==> src/rtl/mem_access_unit.sv <==
// Memory-stage unit: branch resolution, word load/store bus handshake,
// pipeline stall generation and write-back field selection.
module mem_access_unit (
    input  logic        clk,
    input  logic        rst,
    input  logic [31:0] PC_number_in,
    input  logic        RegWrite_in,
    input  logic        MemWrite_in,
    input  logic        MemRead_in,
    input  logic        MemtoReg_in,
    input  logic [1:0]  Branch_in,
    input  logic        is_jal_in,
    input  logic [4:0]  Rd_in,
    input  logic        zero_in,
    input  logic [31:0] ALU_result_in,
    input  logic [31:0] PC_add_imm_in,
    input  logic [31:0] Read_data_2_in,
    output logic        dmem_req,
    output logic        dmem_we,
    output logic [31:0] dmem_addr,
    output logic [31:0] dmem_wdata,
    input  logic        dmem_ready,
    input  logic [31:0] dmem_rdata,
    output logic        mem_stall,
    output logic        PCSrc,
    output logic [31:0] PC_target,
    output logic        RegWrite_out,
    output logic        MemtoReg_out,
    output logic [4:0]  Rd_out,
    output logic [31:0] wb_data_out,
    output logic        misalign_err
);

    typedef enum logic [1:0] {
        IDLE,
        REQ,
        DONE
    } state_t;

    state_t      state;
    state_t      state_nx;
    logic        mem_op;
    logic        aligned;
    logic        start;
    logic        misalign;
    logic        fire;
    logic        take;
    logic [31:0] load_data;
    logic [31:0] pc_plus4;

    assign mem_op   = MemRead_in | MemWrite_in;
    assign aligned  = (ALU_result_in[1:0] == 2'b00);
    assign pc_plus4 = PC_number_in + 32'd4;

    // State register; reset abandons any open transaction.
    always_ff @(posedge clk) begin
        if (!rst) begin
            state <= IDLE;
        end else begin
            state <= state_nx;
        end
    end

    // Next state, stall and transaction start/complete strobes.
    always_comb begin
        state_nx  = state;
        mem_stall = 1'b0;
        start     = 1'b0;
        misalign  = 1'b0;
        fire      = 1'b0;
        unique case (state)
            IDLE: begin
                if (mem_op) begin
                    if (aligned) begin
                        start     = 1'b1;
                        mem_stall = 1'b1;
                        state_nx  = REQ;
                    end else begin
                        misalign = 1'b1;
                    end
                end
            end
            REQ: begin
                mem_stall = 1'b1;
                if (dmem_ready) begin
                    fire     = 1'b1;
                    state_nx = DONE;
                end
            end
            DONE: begin
                state_nx = IDLE;
            end
            default: begin
                state_nx = IDLE;
            end
        endcase
    end

    // Bus outputs held stable from start until the ready handshake.
    always_ff @(posedge clk) begin
        if (!rst) begin
            dmem_req     <= 1'b0;
            dmem_we      <= 1'b0;
            dmem_addr    <= 32'd0;
            dmem_wdata   <= 32'd0;
            misalign_err <= 1'b0;
            load_data    <= 32'd0;
        end else begin
            misalign_err <= misalign;
            if (start) begin
                dmem_req   <= 1'b1;
                dmem_we    <= MemWrite_in;
                dmem_addr  <= {ALU_result_in[31:2], 2'b00};
                dmem_wdata <= Read_data_2_in;
            end
            if (fire) begin
                dmem_req <= 1'b0;
                if (!dmem_we) begin
                    load_data <= dmem_rdata;
                end
            end
        end
    end

    // Branch decision, suppressed while the stage is stalled.
    always_comb begin
        take = is_jal_in;
        unique case (Branch_in)
            2'b01:   take = take | zero_in;
            2'b10:   take = take | ~zero_in;
            2'b11:   take = 1'b1;
            default: take = take;
        endcase
        PCSrc = take & ~mem_stall;
    end

    // Write-back field selection toward MEM/WB.
    always_comb begin
        if (is_jal_in) begin
            wb_data_out = pc_plus4;
        end else if (MemtoReg_in) begin
            wb_data_out = load_data;
        end else begin
            wb_data_out = ALU_result_in;
        end
        RegWrite_out = RegWrite_in & ~mem_stall & ~misalign;
    end

    assign PC_target    = PC_add_imm_in;
    assign MemtoReg_out = MemtoReg_in;
    assign Rd_out       = Rd_in;

endmodule
==> config.mk <==
export PLATFORM = sky130hd
export DESIGN_NAME = mem_access_unit
export DESIGN_NICKNAME = d
export VERILOG_FILES = /design/src/rtl/mem_access_unit.sv
export SDC_FILE = /design/constraint.sdc
export NUM_CORES = 1
export LEC_CHECK = 0
export CAP_MARGIN = 40
export CORE_MARGIN = 5
export CORE_UTILIZATION = 37
export CTS_CLUSTER_DIAMETER = 80
export DETAILED_ROUTE_END_ITERATION = 6
export PLACE_DENSITY_LB_ADDON = 0.12
export SYNTH_ARGS = -nofsm -noshare
export SYNTH_HDL_FRONTEND = slang
export SYNTH_SLANG_ARGS = --single-unit
==> constraint.sdc <==
create_clock -name clk -period 3.2 [get_ports clk]
set_clock_uncertainty 0.15 [all_clocks]
set_input_delay 0.8 -clock clk [delete_from_list [all_inputs] [get_ports clk]]
set_output_delay 0.8 -clock clk [all_outputs]
set_load 0.005 [all_outputs]
==> summary.md <==
| Metric | Value |
|---|---|
| Status | finished with violations |
| Failing checks | setup timing |
| DRT Pass-1 Iters | 5 |
| Fmax | 284 MHz |
| All-layer global routing usage | 22.8% |
| Worst hold slack | around 0.3 ns |
| Most used cell, CP | or4_4 |
| Via density | 5.08 |
| Clock Pin Slew Worst Setup and Hold Paths | approximately 0.06 ns |
| Cells after Synth | 687 |
| Buf+Inv Stages, Crit Path | 3 |
| Core Region | 13300 um2 |
| Final Power | 3.05 mW |
| Drt total wl | ~19 mm |
| Placer Congestion | 0.854 |
| Power per cell area | 367 nW/um2 |
| Fill cell count | approximately 1200 |
| Cell Area, Synth | 5080 um2 |
| Worst Setup End Kind | output port |
| Nets | 1128 |
| Ant diodes | 0 |
| Worst EP required | 2.25 ns |
| Syn. warnings | 0 |
| Max-slew violations | 0 |
| Antenna Nets Post-Route | 0 |
| Die H | 127 um |
| Post-synth EDFFs | 0 |
| Synthesis-to-layout area growth | 63.7% |
| Seq/Total Area, Yosys | 39.0% |
| CTS Buffer Depth | 2 |
| Die ar. | about 16000 um2 |
| Final worst path period share | 110% |
| Post-layout util | 62.3% |
| Setup TNS | -3.94 ns |
| Crit path cell chain | buf_8, ha_4, nand4_1, or4_4, buf_6, or4_4, a31oi_4, buf_2 |
| Synth Flop Type | dfxtp_1 |
| Endpoints failing setup | 16 |
| Final WS setup | -0.326 ns |
| Clock H-tree levels | 3 |
| Initial Util | 38.1% |
| CTS root buf | clkbuf_16 |
| Largest net degree at the start of global routing | 62 |
| Synth area leader | dfxtp_1 |
| WP data arrival | 2.58 ns |
| CTS buffer count | 9 |
| Seq cells post-synth | 99 |
| Min Tclk post-route | 3.53 ns |
| Ys async rst share | 0% |
| Vias in the first global route | 5770 |
| Total grt overflow | 0 |
| Crit-path leading delay family | simple AND/OR/NAND/NOR gates |
| Slew Limit Headroom | 56.7% |
| Critical path type | in -> out |
| Delay of the slowest critical-path stage | about 0.54 ns |
| PortBufs | between 200 and 250 |
| DRC | 0 |
| Hold crit path type | reg -> reg |
| Crit-path max FO | 6 |
| Die W | 127 um |
| Most frequent cells in the layout | nand2_1 (205), clkdlybuf4s50_1 (187), a21oi_1 (107) |
| Initial antenna violation count | 0 |
| CP startpoint kind | primary input |
| First-pass GRT wire length | 29.8 mm |
| CTS tree | done |
| RSZ-0062 raised after global routing | true |
| Hold_buf cts | 0 |
| Most common cell after layout, fill and taps aside | nand2_1 |
| Tightest Pin Transition | 0.650 ns |
| DRT iter0 DRCs | 376 |
| VDD IR max | around 0.00035 V |
| Synth unique cells | 44 |
| Share of the synthesized area in the top cell type | 39.0% |
| Synth area leaders | dfxtp_1 (39%), nand2_1 (15%), a21oi_1 (11%), buf_4 (6.2%), a211oi_1 (3.7%) |
| Avg Inst Size Synth | about 7.4 um2 |
| Final hold viol count | 0 |
| Sink Count | a little under 100 |
| Via Count | ~5700 |
| Number of I/O pins | approximately 320 |
| Pleak | approximately 3.1 nW |
| Routed wire length per instance | 17.0 um |
| Row count | 42 |
| MaxCap Viol Count | 0 |
| Clock Latency Late Sink | around 0.34 ns |
| Critical path's slowest cell | or4_4 |
| DP Wirelength | 14.0 mm |
| Share of layout cells above drive strength 1 | 18.4% |
==> report_power, final <==
| part | internal (mW) | switching, mW |
|---|---|---|
| clock | 0.628 | 0.455 |
| sequential | 1.28 | 0.0233 |
| combinational | 0.382 | 0.285 |
| total | 2.29 | 0.763 |
==> cells by family (layout without fill, tap and decap cells) <==
logic type               count (synthesis)  count (layout)  synth area share [%]
flip-flops                              99              99                  39.0
multiplexers                             7               7                  1.38
AND/OR/NAND/NOR                        294             295                  26.2
AO/OA/AOI/OAI                          174             174                  19.5
XOR/XNOR                                13              13                  2.24
other                                    1               2                0.0738
buffers and inverters                   95             359                  10.6
adder cells (fa/ha/maj)                  4               4                 0.985
==> metrics by stage <==
stage | instances | worst slack [ns] | instance area, um2
after CTS | 1128 | -0.320 | 8210
after detailed placement | 1092 | -1.21 | 7810
final | 1129 | -0.326 | 8320
after global placement | 1092 | -1.14 | 7810
after global routing | 1129 | -0.378 | 8320
after floorplan | 688 | 0.0300 | 5100
==> Yosys cell counts, drive strengths merged, types with 10 or more instances <==
library cell    n
a211oi         25
a21oi         107
a31oi          16
buf            51
clkbuf         34
dfxtp          99
nand2         205
nand3          10
nand4          10
nor2           10
nor2b          25
o21ai          13
or4            10
==> area by class of cell <==
cell class,count,area (um2),share of cell area [%]
well taps,176,220,2.65
inverters,7,26.3,0.316
flip-flops and latches,99,1980,23.8
clock inverters,2,35.0,0.421
clock buffers,14,254,3.05
multi-input cells,495,2750,33.1
repair buffers,336,3050,36.6
==> worst reg2reg max path, stage by stage, from the launching register on <==
cell and delay (ns):
dfxtp_1 0.41, nand3b_1 0.23, or2_2 0.58, nand2_1 0.15, a21oi_1 0.17
==> worst paths after layout <==
check	startpoint	endpoint	slack, ns	depth (start not counted)
setup / recovery	PC_number_in[3]	wb_data_out[30]	-0.33	8
hold / removal	dmem_wdata[13]	dmem_wdata[13]	0.30	2
setup reg to reg	state[1]	load_data[24]	1.44	4
hold reg to reg	dmem_wdata[13]	dmem_wdata[13]	0.30	2
==> metal layers <==
layer	GRT usage, %	vias up	share of wire (%)
met2	39.0	268	48
li1	-	2830	-
met4	7.38	0	2.1
met3	9.14	30	11
met1	26.0	2607	39
met5	0	-	0
==> flip-flops by register name, summed over array words and instances, names as in the netlist <==
name and count:
dmem_wdata 32, load_data 32, dmem_addr 30, state 2, dmem_req 1, dmem_we 1
misalign_err 1
==> timing repair <==
item,CTS,global route
pin swaps,37,8
endpoints found under the setup margin,31,21
cloned,2,0
buffers inserted,18,1
resized for setup,170,21
Power figures use the tool's default switching activity.
